<file path="config.mk">
export PLATFORM = sky130hd
export DESIGN_NAME = uart_rx_fifo
export DESIGN_NICKNAME = d
export VERILOG_FILES = /design/src/rtl/uart_rx_fifo_pkg.sv /design/src/rtl/uart_rx_fifo_mem.sv /design/src/rtl/uart_rx_fifo.sv
export SDC_FILE = /design/constraint.sdc
export NUM_CORES = 1
export LEC_CHECK = 0
export ABC_AREA = 1
export ABC_CLOCK_PERIOD_IN_PS = 6150
export CAP_MARGIN = 0
export CORE_ASPECT_RATIO = 1.4
export CORE_MARGIN = 8
export CORE_UTILIZATION = 43
export DETAILED_ROUTE_END_ITERATION = 8
export GPL_TIMING_DRIVEN = 1
export PLACE_DENSITY = 0.61
export SLEW_MARGIN = 10
export SYNTH_ARGS = -nofsm -noshare
export SYNTH_HDL_FRONTEND = slang
export SYNTH_HIERARCHICAL = 1
export SYNTH_SLANG_ARGS = --single-unit
</file>
<file path="constraint.sdc">
create_clock -name I_clk -period 6.15 [get_ports I_clk]
set_clock_uncertainty 0.05 [all_clocks]
set_input_delay 0.9225 -clock I_clk [delete_from_list [all_inputs] [get_ports I_clk]]
set_output_delay 0.9225 -clock I_clk [all_outputs]
set_load 0.01 [all_outputs]
</file>
<file path="src/rtl/uart_rx_fifo_pkg.sv">
// Shared constants for the UART receive buffer: default byte width and FIFO depth.
package uart_rx_fifo_pkg;

  localparam int UART_DATA_WIDTH      = 8;
  localparam int UART_FIFO_DEPTH_LOG2 = 4;

  // Occupancy flags derived from the wrap-extended pointers.
  typedef struct packed {
    logic empty;
    logic full;
  } fifo_flags_t;

endpackage

</file>
<file path="src/rtl/uart_rx_fifo_mem.sv">
// Simple dual-port storage: synchronous write, asynchronous read so the head is visible
// combinationally from the read pointer (first-word-fall-through).
module uart_rx_fifo_mem #(
  parameter int DATA_WIDTH = 8,
  parameter int ADDR_WIDTH = 4
) (
  input  logic                  clk_i,
  input  logic                  wr_en_i,
  input  logic [ADDR_WIDTH-1:0] wr_addr_i,
  input  logic [DATA_WIDTH-1:0] wr_data_i,
  input  logic [ADDR_WIDTH-1:0] rd_addr_i,
  output logic [DATA_WIDTH-1:0] rd_data_o
);

  logic [DATA_WIDTH-1:0] mem_q [2**ADDR_WIDTH];

  // Contents are deliberately left unreset; the pointers alone define what is valid.
  always_ff @(posedge clk_i) begin
    if (wr_en_i) begin
      mem_q[wr_addr_i] <= wr_data_i;
    end
  end

  assign rd_data_o = mem_q[rd_addr_i];

endmodule

</file>
<file path="src/rtl/uart_rx_fifo.sv">
// UART receive FIFO: captures a byte on each rising edge of the receiver's ready strobe and
// presents it on a FWFT read port. Define UART_RX_FIFO_OVERRUN_EN for the sticky drop flag.
module uart_rx_fifo
  import uart_rx_fifo_pkg::*;
#(
  parameter int DATA_WIDTH = UART_DATA_WIDTH,
  parameter int DEPTH_LOG2 = UART_FIFO_DEPTH_LOG2
) (
  input  logic                  I_clk,
  input  logic                  I_reset_n,
  input  logic [DATA_WIDTH-1:0] I_rx_data,
  input  logic                  I_rx_ready,
  input  logic                  I_rd_en,
  output logic [DATA_WIDTH-1:0] O_data,
  output logic                  O_empty,
  output logic                  O_full,
`ifdef UART_RX_FIFO_OVERRUN_EN
  output logic                  O_overrun,
  input  logic                  I_overrun_clr,
`endif
  output logic [DEPTH_LOG2:0]   O_count
);

  localparam int PW = DEPTH_LOG2 + 1;
  localparam logic [PW-1:0] PTR_ONE = PW'(1);

  logic [PW-1:0] wr_ptr_q, wr_ptr_d;
  logic [PW-1:0] rd_ptr_q, rd_ptr_d;
  logic          rx_ready_q;
  logic          wr_req, rd_fire, wr_fire;
  fifo_flags_t   flags;

  // The extra MSB distinguishes a full FIFO from an empty one when the low bits match.
  assign flags.empty = (wr_ptr_q == rd_ptr_q);
  assign flags.full  = (wr_ptr_q[DEPTH_LOG2-1:0] == rd_ptr_q[DEPTH_LOG2-1:0]) &&
                       (wr_ptr_q[DEPTH_LOG2] != rd_ptr_q[DEPTH_LOG2]);

  assign wr_req  = I_rx_ready & ~rx_ready_q;
  assign rd_fire = I_rd_en & ~flags.empty;
  assign wr_fire = wr_req & (~flags.full | rd_fire);

  always_comb begin
    wr_ptr_d = wr_ptr_q;
    rd_ptr_d = rd_ptr_q;
    if (wr_fire) wr_ptr_d = wr_ptr_q + PTR_ONE;
    if (rd_fire) rd_ptr_d = rd_ptr_q + PTR_ONE;
  end

  always_ff @(posedge I_clk or negedge I_reset_n) begin
    if (!I_reset_n) begin
      wr_ptr_q   <= '0;
      rd_ptr_q   <= '0;
      rx_ready_q <= 1'b0;
    end else begin
      wr_ptr_q   <= wr_ptr_d;
      rd_ptr_q   <= rd_ptr_d;
      rx_ready_q <= I_rx_ready;
    end
  end

  uart_rx_fifo_mem #(
    .DATA_WIDTH (DATA_WIDTH),
    .ADDR_WIDTH (DEPTH_LOG2)
  ) u_mem (
    .clk_i     (I_clk),
    .wr_en_i   (wr_fire),
    .wr_addr_i (wr_ptr_q[DEPTH_LOG2-1:0]),
    .wr_data_i (I_rx_data),
    .rd_addr_i (rd_ptr_q[DEPTH_LOG2-1:0]),
    .rd_data_o (O_data)
  );

  assign O_empty = flags.empty;
  assign O_full  = flags.full;
  assign O_count = wr_ptr_q - rd_ptr_q;

`ifdef UART_RX_FIFO_OVERRUN_EN
  logic drop;
  logic overrun_q, overrun_d;

  assign drop = wr_req & flags.full & ~rd_fire;

  // A drop coinciding with a clear keeps the flag set so the loss is never hidden.
  always_comb begin
    overrun_d = overrun_q;
    if (I_overrun_clr) overrun_d = 1'b0;
    if (drop)          overrun_d = 1'b1;
  end

  always_ff @(posedge I_clk or negedge I_reset_n) begin
    if (!I_reset_n) overrun_q <= 1'b0;
    else            overrun_q <= overrun_d;
  end

  assign O_overrun = overrun_q;
`endif

endmodule
</file>
==> results.sh, run 1 <==
export IMPL_synthToLayoutAreaGrowth_pct=14.9
export IMPL_synth_seq_cells=139
export IMPL_p_leak_nw=3.16
export IMPL_ys_seq_area_share_pct=64.3
export IMPL_numCtsBuffers=17
export IMPL_critPathKind="flip-flop to output port"
export IMPL_min_delay_start="wr_ptr_q[4]"
export IMPL_synth_top_area_cell="edfxtp_1"
export IMPL_required_ps=5180
export IMPL_cts_buffer_depth=2
export IMPL_num_fill_cells=1349
export IMPL_grt_setup_unrepaired="no"
export IMPL_fin_area_mm2=0.00736
export IMPL_dp_hpwl_um=9660
export IMPL_cts_htree_levels=4
export IMPL_cts_resized=0
export IMPL_grt_pass1_wl_um=23500
export IMPL_fp_dieH_um=160
export IMPL_wl_met2_um=7600
export IMPL_critical_path_startpoint="rd_ptr_q[0]"
export IMPL_p_per_area_mw_per_mm2=469
export IMPL_viasPerCell=5.14
export IMPL_layout_nets=689
export IMPL_synth_avg_cell_area_um2=9.90
export IMPL_place_congestion=0.855
export IMPL_finalMaxSlewViolations=0
export IMPL_cts_tree="built"
export IMPL_final_util_pct=49.8
export IMPL_ys_types=23
export IMPL_cp_end_kind="output port"
export IMPL_placed_area_mm2=0.00676
export IMPL_synth_ff_type="edfxtp_1"
export IMPL_synth_top_area_share_pct=60.0
export IMPL_max_freq_mhz=263
export IMPL_setup_tns_ps=0
export IMPL_routed_wl_um=14800
export IMPL_ios=27
export IMPL_wl_met3_um=868
export IMPL_vias=4499
export IMPL_drt_met1_wl_um=5920
export IMPL_syn_area_mm2=0.00640
export IMPL_layout_drive_gt1_share_pct=6.44
export IMPL_ys_async_sr_fraction_pct=7.91
export IMPL_netlist_instances=647
export IMPL_wire_per_inst_um=16.9
export IMPL_grt_pass1_vias=4555
export IMPL_hold_class="flip-flop to flip-flop"
export IMPL_design_die_area_mm2=0.0191
export IMPL_gr_total_overflow=0
export IMPL_syn_nets=666
export IMPL_antenna_found_initial=0
export IMPL_finalHoldViolCount=0
export IMPL_drtIter0Drc=373
export IMPL_dr_max_layer_used="met4"
export IMPL_timing_hold_ws_ps=486
export IMPL_worst_slew_pin_slew_ps=1050
export IMPL_clk_latency_ps=410
export IMPL_cts_hold_buf=0
export IMPL_clk_pin_slew_ps=60
export IMPL_cp_arrival_ps=2830
export IMPL_drtPass1Iterations=6
export IMPL_portBuffers=26
export IMPL_vdd_ir_drop_max_mv=0.302
export IMPL_clockRootBuffer="clkbuf_16"
export IMPL_cts_num_sinks=139
export IMPL_synth_edf_count=128
export IMPL_post_cts_buffers=0
export IMPL_start_kind="flip-flop"
export IMPL_grt_use_total_pct=16.0
export IMPL_max_slew_margin_rel_pct=30.2
export IMPL_p_total_mw=3.45
export IMPL_final_min_clock_period_ps=3800
export IMPL_r2r_start="rd_ptr_q[3]"
export IMPL_post_route_drc_count=0
export IMPL_critPathMaxFanout=64
export IMPL_num_rows=53
export IMPL_min_period_over_period_pct=61.8
export IMPL_start_util_pct=43.3
export IMPL_synth_warnings=6
export IMPL_grt_max_degree=65
export IMPL_fp_dieW_um=119
export IMPL_setup_viol=0
export IMPL_status="finished, final reports clean"
export IMPL_cap_violations=0
export IMPL_core_area_mm2=0.0148
export IMPL_diodes=0
export IMPL_yosys_top_cells_area="edfxtp_1, nand2_1, nand3_1, inv_1, dfrtp_1"
export IMPL_ant_nets=0
==> worst max-delay path, stage by stage (launching register included) <==
cell             delay, ps
dfrtp_2                460
inv_2                  770
nand2_1                100
nand2_1                110
nand2_1                 60
nand3_1                130
nand3_1                110
nand2_1                110
clkdlybuf4s50_1        540
==> path summary, 6_finish.rpt <==
kind                            cells after the start  slack, ps            endpoint
worst max-delay path                                8       2350           O_data[7]
worst min-delay path                                2        490         wr_ptr_q[4]
worst max register to register                      9       3020  u_mem/mem_q[13][3]
worst min register to register                      2        490         wr_ptr_q[4]
max in group asynchronous                           1       4850         rd_ptr_q[0]
min in group asynchronous                           1        820         wr_ptr_q[3]
==> stage by stage <==
| stage | instances | setup slack, ps |
|---|---|---|
| CTS | 875 | 2350 |
| floorplan | 647 | 3750 |
| global route | 875 | 2140 |
| global placement | 843 | 2780 |
| detailed placement | 843 | 2730 |
| finish | 875 | 2350 |
==> cells in the final DEF (no fill, tap or decap), drive strengths merged <==
cell type / synthesis / routed
xor2: 4 / 4
buf: 25 / 3
inv: 117 / 119
clkdlybuf4s50: 0 / 26
nand2: 212 / 212
nand3: 113 / 113
clkinv: 0 / 6
edfxtp: 128 / 128
dfrtp: 11 / 11
clkinvlp: 0 / 4
a21oi: 2 / 2
bufinv: 0 / 3
nand3b: 3 / 3
nand4: 4 / 4
nor2: 19 / 19
nor3: 1 / 1
nor3b: 1 / 1
ha: 6 / 6
clkbuf: 0 / 17
fa: 1 / 1
==> report_power, final <==
group | switching, mW | total, mW | internal [mW]
combinational | 0.777 | 1.26 | 0.480
sequential | 0.0752 | 1.17 | 1.09
clock | 0.387 | 1.02 | 0.637
total | 1.24 | 3.45 | 2.21
==> cell usage after synthesis (all sizes together), types with 2 or more instances <==
| library cell | number |
|---|---|
| edfxtp | 128 |
| ha | 6 |
| nand2 | 212 |
| inv | 117 |
| nand3 | 113 |
| nand4 | 4 |
| nand3b | 3 |
| buf | 25 |
| nor2 | 19 |
| a21oi | 2 |
| xor2 | 4 |
| dfrtp | 11 |
==> per-layer routing <==
metal	vias to the layer above	track usage, %
li1	2131	-
met4	0	8.02
met1	2182	17.9
met2	159	27.9
met3	27	3.86
met5	-	0
==> sequential cells by signal (all words and copies together), names as in the netlist <==
| register | count |
|---|---|
| wr_ptr_q | 5 |
| rx_ready_q | 1 |
| rd_ptr_q | 5 |
| u_mem/mem_q | 128 |
==> cell families (layout without fill, tap and decap cells) <==
group	after synthesis	after routing	synth area share, %
flip-flops	139	139	64.3
XOR/XNOR	4	4	0.547
AND/OR/NAND/NOR	353	353	24.0
adder cells (fa/ha/maj)	7	7	1.48
buffers and inverters	142	178	9.53
AO/OA/AOI/OAI	2	2	0.156
==> cell type report <==
class | instances | area [um2] | area share [%]
flip-flops and latches | 139 | 4120 | 56.0
repair buffers | 29 | 283 | 3.84
clock inverters | 15 | 174 | 2.36
well taps | 192 | 240 | 3.27
clock buffers | 17 | 425 | 5.78
multi-input cells | 366 | 1680 | 22.8
inverters | 117 | 439 | 5.97
Power figures use the tool's default switching activity.
==> run 2: changes to the inputs <==
--- a/config.mk
+++ b/config.mk
@@ -6,7 +6,7 @@
 export NUM_CORES = 1
 export LEC_CHECK = 0
 export ABC_AREA = 1
-export ABC_CLOCK_PERIOD_IN_PS = 6150
+export ABC_CLOCK_PERIOD_IN_PS = 3800
 export CAP_MARGIN = 0
 export CORE_ASPECT_RATIO = 1.4
 export CORE_MARGIN = 8
==> constraint.sdc (replaced) <==
create_clock -name I_clk -period 3.8 [get_ports I_clk]
set_clock_uncertainty 0.05 [all_clocks]
set_input_delay 0.57 -clock I_clk [delete_from_list [all_inputs] [get_ports I_clk]]
set_output_delay 0.57 -clock I_clk [all_outputs]
set_load 0.01 [all_outputs]
==> results.sh, run 2 (synthesized netlist as in run 1, its figures left out) <==
export IMPL_setup_tns_ps=0
export IMPL_r2r_start="rd_ptr_q[3]"
export IMPL_setup_viol=0
export IMPL_layout_drive_gt1_share_pct=6.45
export IMPL_post_cts_buffers=0
export IMPL_r2r_end="u_mem/mem_q[15][7]"
export IMPL_required_ps=3180
export IMPL_worst_slew_pin_slew_ps=796
export IMPL_diodes=0
export IMPL_numCtsBuffers=17
export IMPL_cts_tree="built"
export IMPL_placed_area_mm2=0.00678
export IMPL_clk_pin_slew_ps=60
export IMPL_core_area_mm2=0.0148
export IMPL_fin_area_mm2=0.00736
export IMPL_grt_pass1_vias=4382
export IMPL_r2r_cells=9
export IMPL_post_route_drc_count=0
export IMPL_num_fill_cells=1329
export IMPL_critPathKind="flip-flop to output port"
export IMPL_dpl_cell_count=844
export IMPL_r2r_setup_slack_ps=860
export IMPL_wire_per_inst_um=16.8
export IMPL_fp_dieW_um=119
export IMPL_grt_setup_unrepaired="no"
export IMPL_layout_nets=690
export IMPL_multi_input_area_mm2=0.00168
export IMPL_drtIter0Drc=429
export IMPL_clockRootBuffer="clkbuf_16"
export IMPL_routed_wl_um=14700
export IMPL_largestRegisters="u_mem/mem_q (128), rd_ptr_q (5), wr_ptr_q (5)"
export IMPL_largest_reg_flops=128
export IMPL_pre_cts_ws_ps=823
export IMPL_final_cell_mix="nand2_1, edfxtp_1, inv_1"
export IMPL_grt_use_total_pct=16.0
export IMPL_cts_hold_buf=0
export IMPL_cp_arrival_ps=2630
export IMPL_max_slew_margin_rel_pct=46.8
export IMPL_vdd_ir_drop_max_mv=0.672
export IMPL_portBuffers=26
export IMPL_p_per_area_mw_per_mm2=762
export IMPL_place_congestion=0.821
export IMPL_num_rows=53
export IMPL_start_util_pct=43.3
export IMPL_viasPerCell=5.03
export IMPL_cts_num_sinks=139
export IMPL_cts_buffer_depth=2
export IMPL_largest_register="u_mem/mem_q"
export IMPL_hold_class="primary input to async pin"
export IMPL_final_cells=874
export IMPL_dp_hpwl_um=9500
export IMPL_drtPass1Iterations=5
export IMPL_final_min_clock_period_ps=3250
export IMPL_antenna_found_initial=0
export IMPL_fp_dieH_um=160
export IMPL_final_common_cell="nand2_1"
export IMPL_p_leak_nw=3.17
export IMPL_cts_htree_levels=4
export IMPL_clk_latency_ps=410
export IMPL_seqCellArea_mm2=0.00412
export IMPL_vias=4397
export IMPL_max_freq_mhz=308
export IMPL_finalHoldViolCount=0
export IMPL_cts_resized=0
export IMPL_status="finished, final reports clean"
export IMPL_synthToLayoutAreaGrowth_pct=14.9
export IMPL_start_kind="flip-flop"
export IMPL_grt_max_degree=70
export IMPL_gr_total_overflow=0
export IMPL_design_die_area_mm2=0.0191
export IMPL_cp_end_kind="output port"
export IMPL_grt_pass1_wl_um=23300
export IMPL_critPathMaxFanout=33
export IMPL_layout_setup_ws_ps=550
export IMPL_finalMaxSlewViolations=0
export IMPL_min_period_over_period_pct=85.5
export IMPL_cap_violations=0
export IMPL_ant_nets=0
export IMPL_ios=27
run 2: cell count changes in the layout (fill, tap and decap cells not counted):
cell        change
buf_12          +1
clkinv_1        -1
clkinv_2        +3
clkinv_4        +1
clkinvlp_4      -3
inv_6           -2
run 2: worst max-delay path, cell delays in order, from the launching register on:
cell and delay, ps:
dfrtp_2 420, inv_2 460, buf_12 260, nand2_1 80, nand2_1 60, nand2_1 70
nand3_1 90, nand3_1 100, nand2_1 120, clkdlybuf4s50_1 540
run 2: cell type report:
type / instances / share of cell area, %
Clock buffer: 17 / 5.78
Clock inverter: 13 / 2.09
Inverter: 117 / 5.97
Multi-Input combinational cell: 366 / 22.8
Sequential cell: 139 / 56.0
Tap cell: 192 / 3.27
Timing Repair Buffer: 30 / 4.12
run 2: report_power, final:
group	total (mW)	switching, mW	leakage (nW)	internal (mW)
combinational	2.09	1.30	1.59	0.794
sequential	1.90	0.125	1.29	1.77
clock	1.62	0.603	0.288	1.02
total	5.61	2.02	3.17	3.58
run 2: metrics by stage:
stage / util (%) / total power, mW / hold slack [ps]
after floorplan: - / 3.26 / 224
after global placement: 45.8 / 3.97 / 478
after detailed placement: 45.8 / 4.01 / 484
after CTS: 49.8 / 5.64 / 458
after global routing: 49.8 / 5.93 / 492
final: 49.8 / 5.61 / 451
run 2: metal layers:
| layer | share of wire [%] | vias up | routed length, um | global-route usage, % |
|---|---|---|---|---|
| met2 | 54 | 123 | 7900 | 28.6 |
| met3 | 4.9 | 27 | 717 | 3.72 |
| li1 | - | 2128 | - | - |
| met5 | 0 | - | 0 | 0 |
| met4 | 2.4 | 0 | 359 | 7.85 |
| met1 | 39 | 2119 | 5750 | 17.3 |
run 2: worst max path at each step:
stage                      startpoint                  to  slack [ps]  cells past startpoint
final                     rd_ptr_q[0]           O_data[0]         550                      9
after global placement        I_rd_en  u_mem/mem_q[15][7]         870                      7
after CTS                 rd_ptr_q[0]           O_data[0]         540                      9
after detailed placement      I_rd_en  u_mem/mem_q[15][3]         820                      7
after global routing      rd_ptr_q[3]             O_empty         390                      7
after floorplan           rd_ptr_q[2]  u_mem/mem_q[12][0]        1570                     10
==> run 3: changes to the inputs <==
--- a/config.mk
+++ b/config.mk
@@ -19,3 +19,4 @@
 export SYNTH_HDL_FRONTEND = slang
 export SYNTH_HIERARCHICAL = 1
 export SYNTH_SLANG_ARGS = --single-unit
+export TNS_END_PERCENT = 20
==> results of run 3 <==
Final layout, timing and power as in run 2 (identical DEF).
